[src/rtl/clk_div_pkg.sv]
`default_nettype none
// ---------------------------------------------------------------------------
// clk_div_pkg : shared types and mode encodings for clk_div_ctrl.  Rev 1.0
// ---------------------------------------------------------------------------
package clk_div_pkg;

  typedef enum logic [1:0] {
    ST_IDLE = 2'd0,
    ST_RUN  = 2'd1,
    ST_STEP = 2'd2
  } state_e;

  localparam logic [1:0] MODE_RUN  = 2'b00;
  localparam logic [1:0] MODE_STEP = 2'b01;
  localparam logic [1:0] MODE_HALT = 2'b10;

  // Encoding 2'b11 is not a separate mode; it behaves like HALT.
  function automatic logic is_run_mode(input logic [1:0] m);
    return m == MODE_RUN;
  endfunction

  function automatic logic is_step_mode(input logic [1:0] m);
    return m == MODE_STEP;
  endfunction

endpackage
`default_nettype wire

[src/rtl/clk_div_phase_cnt.sv]
`default_nettype none
// ---------------------------------------------------------------------------
// clk_div_phase_cnt : half-period counter, terminal compare, pending reload.
// Rev 1.0
// ---------------------------------------------------------------------------
module clk_div_phase_cnt
  import clk_div_pkg::*;
#(
  parameter int unsigned CNT_W        = 32,
  parameter int unsigned DEFAULT_HALF = 2500000
) (
  input  logic             clk_in,
  input  logic             rst,
  input  logic             cnt_en,
  input  logic             cnt_clr,
  input  logic             apply_ok,
  input  logic             load,
  input  logic [CNT_W-1:0] half_period,
  output logic             phase_end,
  output logic [CNT_W-1:0] cur_half
);

  localparam logic [CNT_W-1:0] C_ONE      = CNT_W'(1);
  localparam logic [CNT_W-1:0] C_DEF_HALF = CNT_W'(DEFAULT_HALF);

  logic [CNT_W-1:0] cnt_q, cnt_d;
  logic [CNT_W-1:0] half_q, half_d;
  logic [CNT_W-1:0] pend_q, pend_d;
  logic             pend_v_q, pend_v_d;
  logic             w_tc;
  logic [CNT_W-1:0] w_load_val;

  assign w_tc       = (cnt_q == (half_q - C_ONE));
  assign phase_end  = cnt_en & w_tc;
  assign w_load_val = (half_period == '0) ? C_ONE : half_period;
  assign cur_half   = half_q;

  always_comb begin
    cnt_d    = cnt_q;
    half_d   = half_q;
    pend_d   = pend_q;
    pend_v_d = pend_v_q;

    if (cnt_clr) begin
      cnt_d = '0;
    end else if (cnt_en) begin
      cnt_d = w_tc ? '0 : cnt_q + C_ONE;
    end

    // Only a value captured before this edge may be applied; a coincident
    // load is captured below and waits for the next apply opportunity.
    if (pend_v_q && apply_ok) begin
      half_d   = pend_q;
      pend_v_d = 1'b0;
    end

    if (load) begin
      pend_d   = w_load_val;
      pend_v_d = 1'b1;
    end
  end

  always_ff @(posedge clk_in) begin
    if (!rst) begin
      cnt_q    <= '0;
      half_q   <= C_DEF_HALF;
      pend_q   <= C_DEF_HALF;
      pend_v_q <= 1'b0;
    end else begin
      cnt_q    <= cnt_d;
      half_q   <= half_d;
      pend_q   <= pend_d;
      pend_v_q <= pend_v_d;
    end
  end

endmodule
`default_nettype wire

[src/rtl/clk_div_ctrl.sv]
`default_nettype none
// ---------------------------------------------------------------------------
// clk_div_ctrl : glitch-free programmable clock divider with run/step/halt.
// Rev 1.0
// ---------------------------------------------------------------------------
module clk_div_ctrl
  import clk_div_pkg::*;
#(
  parameter int unsigned CNT_W        = 32,
  parameter int unsigned DEFAULT_HALF = 2500000
) (
  input  logic             clk_in,
  input  logic             rst,
  input  logic [CNT_W-1:0] half_period,
  input  logic             load,
  input  logic [1:0]       mode,
  input  logic             step_req,
  output logic             clk_out,
  output logic             rise_tick,
  output logic             busy,
  output logic [CNT_W-1:0] cur_half
);

  state_e state_q, state_d;
  logic   clk_out_q, clk_out_d;
  logic   rise_tick_q, rise_tick_d;
  logic   cnt_en, cnt_clr, apply_ok, phase_end;

  clk_div_phase_cnt #(
    .CNT_W        (CNT_W),
    .DEFAULT_HALF (DEFAULT_HALF)
  ) u_phase_cnt (
    .clk_in      (clk_in),
    .rst         (rst),
    .cnt_en      (cnt_en),
    .cnt_clr     (cnt_clr),
    .apply_ok    (apply_ok),
    .load        (load),
    .half_period (half_period),
    .phase_end   (phase_end),
    .cur_half    (cur_half)
  );

  always_comb begin
    state_d   = state_q;
    clk_out_d = clk_out_q;
    cnt_en    = (state_q != ST_IDLE);
    cnt_clr   = 1'b0;

    case (state_q)
      ST_IDLE: begin
        clk_out_d = 1'b0;
        cnt_clr   = 1'b1;
        if (is_run_mode(mode)) begin
          state_d = ST_RUN;
        end else if (is_step_mode(mode) && step_req) begin
          state_d = ST_STEP;
        end
      end
      ST_RUN: begin
        if (!is_run_mode(mode) && !clk_out_q) begin
          state_d = ST_IDLE;
          cnt_clr = 1'b1;
        end else if (phase_end) begin
          clk_out_d = ~clk_out_q;
          // A pending halt only takes effect once the high phase has ended.
          if (!is_run_mode(mode) && clk_out_q) begin
            state_d = ST_IDLE;
          end
        end
      end
      ST_STEP: begin
        if (phase_end) begin
          clk_out_d = ~clk_out_q;
          if (clk_out_q) begin
            state_d = ST_IDLE;
          end
        end
      end
      default: begin
        state_d   = ST_IDLE;
        clk_out_d = 1'b0;
        cnt_clr   = 1'b1;
      end
    endcase

    // New half-period lands only at a real toggle (or while idle), so no
    // phase is ever cut short.
    apply_ok    = (state_q == ST_IDLE) || (clk_out_d != clk_out_q);
    rise_tick_d = clk_out_d & ~clk_out_q;
  end

  always_ff @(posedge clk_in) begin
    if (!rst) begin
      state_q     <= ST_IDLE;
      clk_out_q   <= 1'b0;
      rise_tick_q <= 1'b0;
    end else begin
      state_q     <= state_d;
      clk_out_q   <= clk_out_d;
      rise_tick_q <= rise_tick_d;
    end
  end

  assign clk_out   = clk_out_q;
  assign rise_tick = rise_tick_q;
  assign busy      = (state_q == ST_STEP);

endmodule
`default_nettype wire

[config.mk]
export PLATFORM = sky130hd
export DESIGN_NAME = clk_div_ctrl
export DESIGN_NICKNAME = d
export VERILOG_FILES = /design/src/rtl/clk_div_pkg.sv /design/src/rtl/clk_div_phase_cnt.sv /design/src/rtl/clk_div_ctrl.sv
export SDC_FILE = /design/constraint.sdc
export NUM_CORES = 1
export LEC_CHECK = 0
export BUFFER_PORTS_ARGS = -buffer_cell sky130_fd_sc_hd__buf_2
export CAP_MARGIN = 20
export CORE_MARGIN = 5
export CORE_UTILIZATION = 57
export DETAILED_ROUTE_END_ITERATION = 12
export PLACE_DENSITY = 0.8
export SETUP_SLACK_MARGIN = 0.05
export SLEW_MARGIN = 5
export SYNTH_ARGS = -nofsm -noshare
export SYNTH_HDL_FRONTEND = slang
export SYNTH_SLANG_ARGS = --single-unit
[constraint.sdc]
create_clock -name clk_in -period 5 [get_ports clk_in]
set_clock_uncertainty 0.1 [all_clocks]
set_input_delay 0 -clock clk_in [delete_from_list [all_inputs] [get_ports clk_in]]
set_output_delay 0 -clock clk_in [all_outputs]
set_load 0.03 [all_outputs]
==> results.md, run 1 <==
- The flow ran to the end, and the final reports show no timing, DRC or antenna violations.
- The multi-input combinational cells in the finished layout cover a total of 2980 um^2.
- STA puts the critical path data required time at 5.21 ns.
- Walking the worst path, the cells encountered are inv_1 -> ha_1 -> nor4b_4 -> nand4_1 -> or4b_1 -> a211oi_2 -> o211ai_2 -> or3_1 -> or3_1 -> a21oi_1 -> ha_1 -> nand2_1 -> and2_1 -> buf_4 -> nand2_1 -> a21oi_1.
- The shortest period the worst path allows is 4.63 ns.
- The setup slack of the worst register-to-register path is 0.37 ns.
- The clock drives 101 sinks.
- The hold-fix buffer count after cts is 41.
- The area of the core is 8760 um^2.
- In this run the deepest clock path goes through 2 buffers.
- The die covers 11100 um^2.
- The arrival time of data at the critical path endpoint is 4.84 ns.
- Relative to the synthesized area, the layout overhead comes to 19.7%.
- The worst register-to-register path has a depth of 16.
- After detailed routing, the average wire length per cell comes to 16.6 um.
- Counting flops with an async set or reset pin after synthesis yields a share of 0.
- The worst hold path was traced through 5 stages.
- The overflow left after global routing is 0.
- Clock-pin slew was measured on the worst setup and hold paths at 0.11 ns.
- The CTS tree is yes.
- The share of synthesized area occupied by flip-flops and latches is 0.392.
- The worst hold path begins at mode[1].
- The clock reaches the later pin of the worst-skew pair after 0.39 ns.
- The number of clock buffers added by TritonCTS is 9.
- The combined area of all synthesized cells is 5160 um^2.
- After floorplanning, the core was divided into 34 placement rows.
- The slew of the pin with the lowest slew margin is 0.968 ns.
- The pin count of the biggest net entering global routing is 52.
- In this run the count of I/O pins placed on the die edge is 73.
- At the end of the flow the core is filled with cells to 0.705.
- Sorting the synthesized cells by how often they occur yields dfxtp_1, nand2_1, nor2_1, xnor2_1, a21oi_1.
- The type of element capturing the critical path is a register.
- The number of global-route vias before repair is 4784.
- Of the post-synthesis cell area, the dominant cell type holds 0.392.
- The number of standard cells in the final layout excluding fillers is 836.
- The initial detailed-routing violation count is 325.
- The overall power of the completed layout is 1640 uW.
- The maximum fanout along the worst path is 32.
- The slowest stage cell on the critical path is or4b_1.
- Yosys attributes the largest share of cell area to dfxtp_1, nand2_1, xnor2_1.
- The die is 105 um tall.
- The reported leakage power is 0.00241 uW.
- The startpoint-to-endpoint class of the critical path is reg -> reg.
- The number of filler cells placed in the layout is 643.
- The predominant post-synthesis flop cell is dfxtp_1.
- Across the VDD grid, the largest voltage drop is 0.186 mV.
- The library cell used as clock root buffer is clkbuf_8.
- Across the whole layout, storage elements account for 2020 um^2.
- Across the run, the number of max-cap violations was 0.
- The count of pins over their slew limit is 0.
- The largest single stage delay on the critical path is 0.53 ns.
- The register bit total from synthesis is 101.
- The first global-routing pass estimated 23.1 mm of wire.
- Dividing the final minimum period by the clock period gives 0.926.
- The tightest hold path in the finished design has a slack of 0.0288 ns.
- Counting distinct cell types in the post-synthesis netlist gives 55.
- The top cell family by delay on the critical path is simple AND/OR/NAND/NOR gates.
- The final layout contains routed wiring with a total length of 13.9 mm.
- Yosys printed 0 warnings.
- The post-synthesis cell type with the largest combined area is dfxtp_1.
- After detailed routing, the number of remaining DRC violations is 0.
- The repair_antennas step left the layout with diodes totalling 0.
- The endpoint with the worst hold slack is state_q[0].
- The die boundary width is 105 um.
- In the final layout, the share of cells above drive strength 1 is 0.144.
- The number of buffers added on ports is 72.
- The synthesized netlist cell count is 624.
- The number of H-tree branching levels is 3.
- The worst setup path is launched from a register.
- When the netlist entered floorplanning its net count stood at 668.
- Using the TritonRoute via totals, the vias-per-cell ratio works out to 5.97.
- The worst hold path belongs to the class in -> reg.
- The total power divided by cell area is 265 nW/um^2.
- The number of post-CTS setup repair buffers is 0.
- The global placer's final weighted congestion is 0.966.
- Across every metal layer, demand over resource in global routing totals 0.251.
- The number of routed nets with antenna violations is 0.
- Yosys instantiated no cell more often than dfxtp_1.
- The highest clock rate is 0.216 GHz.
- The hold violation count in the final report is 0.
- The worst reg2reg path endpoint is u_phase_cnt.cur_half[14].
- The cell count after placement is 779.
- The remaining max-slew budget at the tightest pin is 0.355.
- The half-perimeter wire length after placement is 9.43 mm.
- The first-pass detailed-route iteration total is 5.
- Setup repair after global routing left no endpoint under its margin.
- The effective utilization at floorplan is 0.589.
- After synthesis, the mean cell area works out to 8.27 um^2.
- The number of setup violations in the final report is 0.
- Counting both buffers and inverters, the worst setup path holds a total of 2.
- In this run, post-CTS repair resized a total of 0 instances.
- In the final design database the tool counted 767 nets.
- Setup total negative slack on the finished layout was measured at 0 ns.
- Detailed routing inserted a total of 4988 vias.
- The origin of the critical flop-to-flop path is u_phase_cnt.cur_half[0].
- The number of antenna violations at the first check in global routing is 0.
- The number of synthesized flops with an enable pin is 0.
metal layers:
metal	up-vias	share of wire	GRT usage	wire length, um
met4	0	0.028	0.102	385
li1	2382	-	-	-
met1	2357	0.43	0.329	5900
met2	211	0.48	0.410	6650
met3	38	0.068	0.0456	940
met5	-	0	0	0
where the power goes:
group	internal, uW	total, uW	switching (uW)
Sequential	832	870	37.3
Clock	199	530	331
Combinational	102	237	135
worst max path at each step:
stage / start / endpoint / slack, ns / cells past startpoint
final: u_phase_cnt.cur_half[0] / u_phase_cnt.cur_half[14] / 0.37 / 16
after global routing: u_phase_cnt.cur_half[0] / u_phase_cnt.cur_half[14] / 0.1 / 16
after CTS: u_phase_cnt.cur_half[0] / u_phase_cnt.cur_half[31] / 0.48 / 16
after detailed placement: u_phase_cnt.cur_half[0] / u_phase_cnt.cur_half[31] / 0.50 / 16
after global placement: u_phase_cnt.cur_half[0] / u_phase_cnt.cur_half[2] / 0.69 / 16
after floorplan: u_phase_cnt.cur_half[0] / u_phase_cnt.cur_half[16] / 0.81 / 17
kinds of logic after synthesis:
logic type | after synthesis | share of synthesized area
buf+inv | 40 | 0.0318
simple gates | 297 | 0.283
fa+ha+maj | 6 | 0.0145
flops | 101 | 0.392
xor+xnor | 68 | 0.115
mux | 32 | 0.0621
compound gates | 80 | 0.101
layout make-up:
class	instances	share of cell area
multi-input cells	483	0.482
flip-flops and latches	101	0.327
repair buffers	117	0.130
well taps	108	0.0219
clock buffers	9	0.0201
clock inverters	7	0.0120
inverters	11	0.00669
metrics by stage:
stage	cell area [um^2]	worst slack (ns)
2_1_floorplan	5160	0.808
3_3_place_gp	5570	0.689
3_5_place_dp	5570	0.503
4_1_cts	6180	0.475
5_1_grt	6180	0.0952
6_report	6180	0.370
tightest hold or removal path: stages:
cell,delay (ns)
buf_2,0.10
nor4_1,0.05
a21oi_1,0.11
nor2_1,0.05
o21a_1,0.17
state kept, by name, indices dropped and copies added, names as in the netlist:
signal and count:
u_phase_cnt.cnt_q 32, u_phase_cnt.pend_q 32, u_phase_cnt.pend_v_q 1, state_q 2, rise_tick 1, u_phase_cnt.cur_half 32
clk_out 1
placed cells by master, fill, tap and decap left out, drive strengths merged, types with 6 or more instances in the layout:
master / count
xnor2: 40
and2: 6
a21oi: 33
dlygate4sd3: 41
dfxtp: 101
mux2i: 32
nor4: 19
a211oi: 8
nand4: 16
ha: 6
clkbuf: 9
o21ai: 12
nor2: 81
xor2: 28
and4: 10
nand2: 94
nor3: 12
inv: 14
nor2b: 6
buf: 76
nand3: 22
or3: 9
No activity file was read; power rests on OpenSTA's default activity.
==> run 2: changes to the inputs <==
Settings changed: GPL_TIMING_DRIVEN set to 0, MAX_ROUTING_LAYER set to met4.
==> run 2 against run 1 <==
  * Sequential share of layout area fell by 0.32 points
  * Die area did not move
  * Worst setup slack improved by 0.061 ns
  * First-iteration DRC count fell by 2.8%
==> results.md, run 2 (synthesis results as in run 1) <==
- The worst voltage drop across the vdd grid came to 0.167 mV (was 0.186 mV).
- The vertical die dimension is 105 um (unchanged).
- The global-route wire length before repair was 23.8 mm (was 23.1 mm).
- The number of remaining DRC errors came to 0 (unchanged).
- The aggregate negative setup slack is 0 ns (unchanged).
- The number of antenna violations at the first check in global routing is 0 (unchanged).
- Result of the run: finished clean (unchanged).
- The antenna diode count is 0 (unchanged).
- The maximum buffer depth of the clock tree is 2 (unchanged).
- The effective utilization at floorplan is 0.589 (unchanged).
- The slew of the pin with the lowest slew margin is 0.733 ns (was 0.968 ns).
- The CTS tree is yes (unchanged).
- The pin count of the biggest net entering global routing is 20 (was 52).
- The highest clock rate is 0.219 GHz (was 0.216 GHz).
- The cell depth of the worst min-delay path is 3 (was 5).
- The slowest stage cell on the critical path is or4b_1 (unchanged).
- The total power divided by cell area came to 261 nW/um^2 (was 265 nW/um^2).
- The arrival time of data at the critical path endpoint is 4.77 ns (was 4.84 ns).
- The initial detailed-routing violation count was 316 (was 325).
- The remaining max-slew budget at the tightest pin is 0.511 (was 0.355).
- The origin of the critical flop-to-flop path is u_phase_cnt.cur_half[0] (unchanged).
- The die boundary width is 105 um (unchanged).
- Most used cells in the layout excluding fill and tap cells: dfxtp_1, nand2_1, nor2_1 (unchanged).
- The shortest period the worst path allows was 4.57 ns (was 4.63 ns).
- The delay contributed by the slowest stage of the critical path is 0.52 ns (was 0.53 ns).
- The global placer's final weighted congestion is 0.906 (was 0.966).
- The overall power of the completed layout is 1630 uW (was 1640 uW).
- The half-perimeter wire length after placement is 10.2 mm (was 9.43 mm).
- The required time of the worst setup path is 5.20 ns (was 5.21 ns).
- The number of maximum-capacitance violations is 0 (unchanged).
- The number of core rows is 34 (unchanged).
- The clock network latency to the later pin of the worst-skew pair came to 0.37 ns (was 0.39 ns).
- The vias after detailed routing came to 4908 (was 4988).
- The overall routing resource usage is 0.267 (was 0.251).
- The type of element capturing the critical path is a register (unchanged).
- The die area was 11100 um^2 (unchanged).
- The number of filler cells placed in the layout is 688 (was 643).
- The library cell used as clock root buffer was clkbuf_8 (unchanged).
- The number of buffers created by CTS was 9 (unchanged).
- The most frequent standard cell in the layout excluding fill and tap cells is dfxtp_1 (unchanged).
- The average wire length per cell after detail routing is 16.8 um (was 16.6 um).
- The number of nets in the layout is 787 (was 767).
- The share of the clock period used by the worst path after layout is 0.914 (was 0.926).
- The overflow left after global routing is 0 (unchanged).
- The total clock sinks came to 101 (unchanged).
- The endpoint with the worst hold slack is u_phase_cnt.pend_q[4] (was state_q[0]).
- The layout overhead on the synthesized area came to 20.8% (was 19.7%).
- The startpoint-to-endpoint class of the critical path is reg -> reg (unchanged).
- The number of I/O pins is 73 (unchanged).
- The number of buffers and inverters on the critical path is 3 (was 2).
- The launching element type of the critical path is a register (unchanged).
- The total routed wirelength is 14.3 mm (was 13.9 mm).
- The number of routed nets with antenna violations is 0 (unchanged).
- The maximum fanout along the worst path is 10 (was 32).
- The worst reg2reg path endpoint is u_phase_cnt.cur_half[30] (was u_phase_cnt.cur_half[14]).
- The clock edge transition at the registers on the reported setup and hold paths is 0.11 ns (about the same).
- The count of pins over their slew limit is 0 (unchanged).
- The number of H-tree branching levels is 3 (unchanged).
- Unrepaired setup endpoints after global routing: no (unchanged).
- The top cell family by delay on the critical path is simple AND/OR/NAND/NOR gates (unchanged).
- The number of buffers added on ports is 71 (was 72).
- The hold violation count in the final report is 0 (unchanged).
- Crit-path cells: inv_1 -> ha_1 -> nor4b_4 -> nand4_1 -> or4b_1 -> a211oi_2 -> o211ai_2 -> or3_1 -> or3_1 -> a21oi_1 -> ha_1 -> nand2_1 -> and2_1 -> clkbuf_1 -> buf_2 -> nand2_1 -> a21oi_1 (was inv_1 -> ha_1 -> nor4b_4 -> nand4_1 -> or4b_1 -> a211oi_2 -> o211ai_2 -> or3_1 -> or3_1 -> a21oi_1 -> ha_1 -> nand2_1 -> and2_1 -> buf_4 -> nand2_1 -> a21oi_1).
- The via density per instance is 5.73 (was 5.97).
- The class of the tightest hold or removal check is in -> reg (unchanged).
- The reported leakage power was 0.00244 uW (was 0.00241 uW).
- The number of setup violations in the final report was 0 (unchanged).
- The post-route worst hold slack is 0.0187 ns (was 0.0288 ns).
- The depth of the most critical reg-to-reg path is 17 (was 16).
- The setup slack of the worst register-to-register path was 0.43 ns (was 0.37 ns).
- The proportion of layout cells with a drive suffix above 1 is 0.148 (was 0.144).
- The first-pass detailed-route iteration total came to 5 (unchanged).
- The start point of the worst min-delay path is load (was mode[1]).
- The number of global-route vias before repair is 4939 (was 4784).
- The area of the core was 8760 um^2 (unchanged).
## run 2: cell count changes in the layout (fill, tap and decap cells not counted), moves of 2 or more
cell	change
buf_2	+5
buf_4	-3
clkbuf_1	+20
clkbuf_2	+2
clkinv_4	-2
dlygate4sd3_1	-5
## run 2: through the flow
stage	setup WS, ns	std cells	utilization	area [um^2]
final	0.431	856	0.712	6240
after global routing	0.0829	856	0.712	6240
after CTS	0.203	855	0.708	6200
after detailed placement	0.228	803	0.645	5650
after global placement	0.337	803	0.645	5650
after floorplan	0.808	624	-	5160
## run 2: what timing repair did
action | 4_1_cts | 5_1_grt
setup endpoints to repair | 0 | 30
resized for setup | 0 | 10
hold buffers | 36 | 0
hold endpoints to repair | 33 | 0
buffers inserted | 0 | 1
## run 2: worst max-delay path by stage
stage | cells past startpoint | slack [ns] | to | startpoint
final | 17 | 0.43 | u_phase_cnt.cur_half[30] | u_phase_cnt.cur_half[0]
after detailed placement | 17 | 0.23 | u_phase_cnt.cur_half[0] | u_phase_cnt.cur_half[0]
after global placement | 16 | 0.34 | u_phase_cnt.cur_half[2] | u_phase_cnt.cur_half[8]
after global routing | 17 | 0.08 | u_phase_cnt.cur_half[1] | u_phase_cnt.cur_half[0]
after CTS | 17 | 0.20 | u_phase_cnt.cur_half[0] | u_phase_cnt.cur_half[0]
after floorplan | 17 | 0.81 | u_phase_cnt.cur_half[16] | u_phase_cnt.cur_half[0]
## run 2: layout make-up
| type | instances | area (um^2) | area share |
|---|---|---|---|
| clock inverters | 7 | 68.8 | 0.0110 |
| repair buffers | 108 | 723 | 0.116 |
| well taps | 108 | 135 | 0.0217 |
| multi-input cells | 483 | 3000 | 0.480 |
| flip-flops and latches | 101 | 2020 | 0.324 |
| plain buffers | 29 | 126 | 0.0203 |
| inverters | 11 | 41.3 | 0.00662 |
| clock buffers | 9 | 124 | 0.0199 |
## run 2: where the power goes
part,internal [uW],switching [uW]
Sequential,832,35.7
Clock,194,317
Combinational,104,142
Total,1130,495
## run 2: worst register-to-register path: stages (launching register included)
cell and delay (ns):
dfxtp_1 0.43, inv_1 0.11, ha_1 0.22, nor4b_4 0.30
nand4_1 0.19, or4b_1 0.52, a211oi_2 0.30, o211ai_2 0.18
or3_1 0.42, or3_1 0.40, a21oi_1 0.16, ha_1 0.26
nand2_1 0.09, and2_1 0.12, clkbuf_1 0.21, buf_2 0.29
nand2_1 0.09, a21oi_1 0.12
## run 2: layer usage
metal / part of all wire / vias up / wire length, um / global-route usage
li1: - / 2410 / - / -
met1: 0.42 / 2300 / 6060 / 0.325
met2: 0.49 / 169 / 7050 / 0.448
met3: 0.060 / 29 / 862 / 0.0376
met4: 0.025 / 0 / 362 / 0.0977
met5: 0 / - / 0 / -
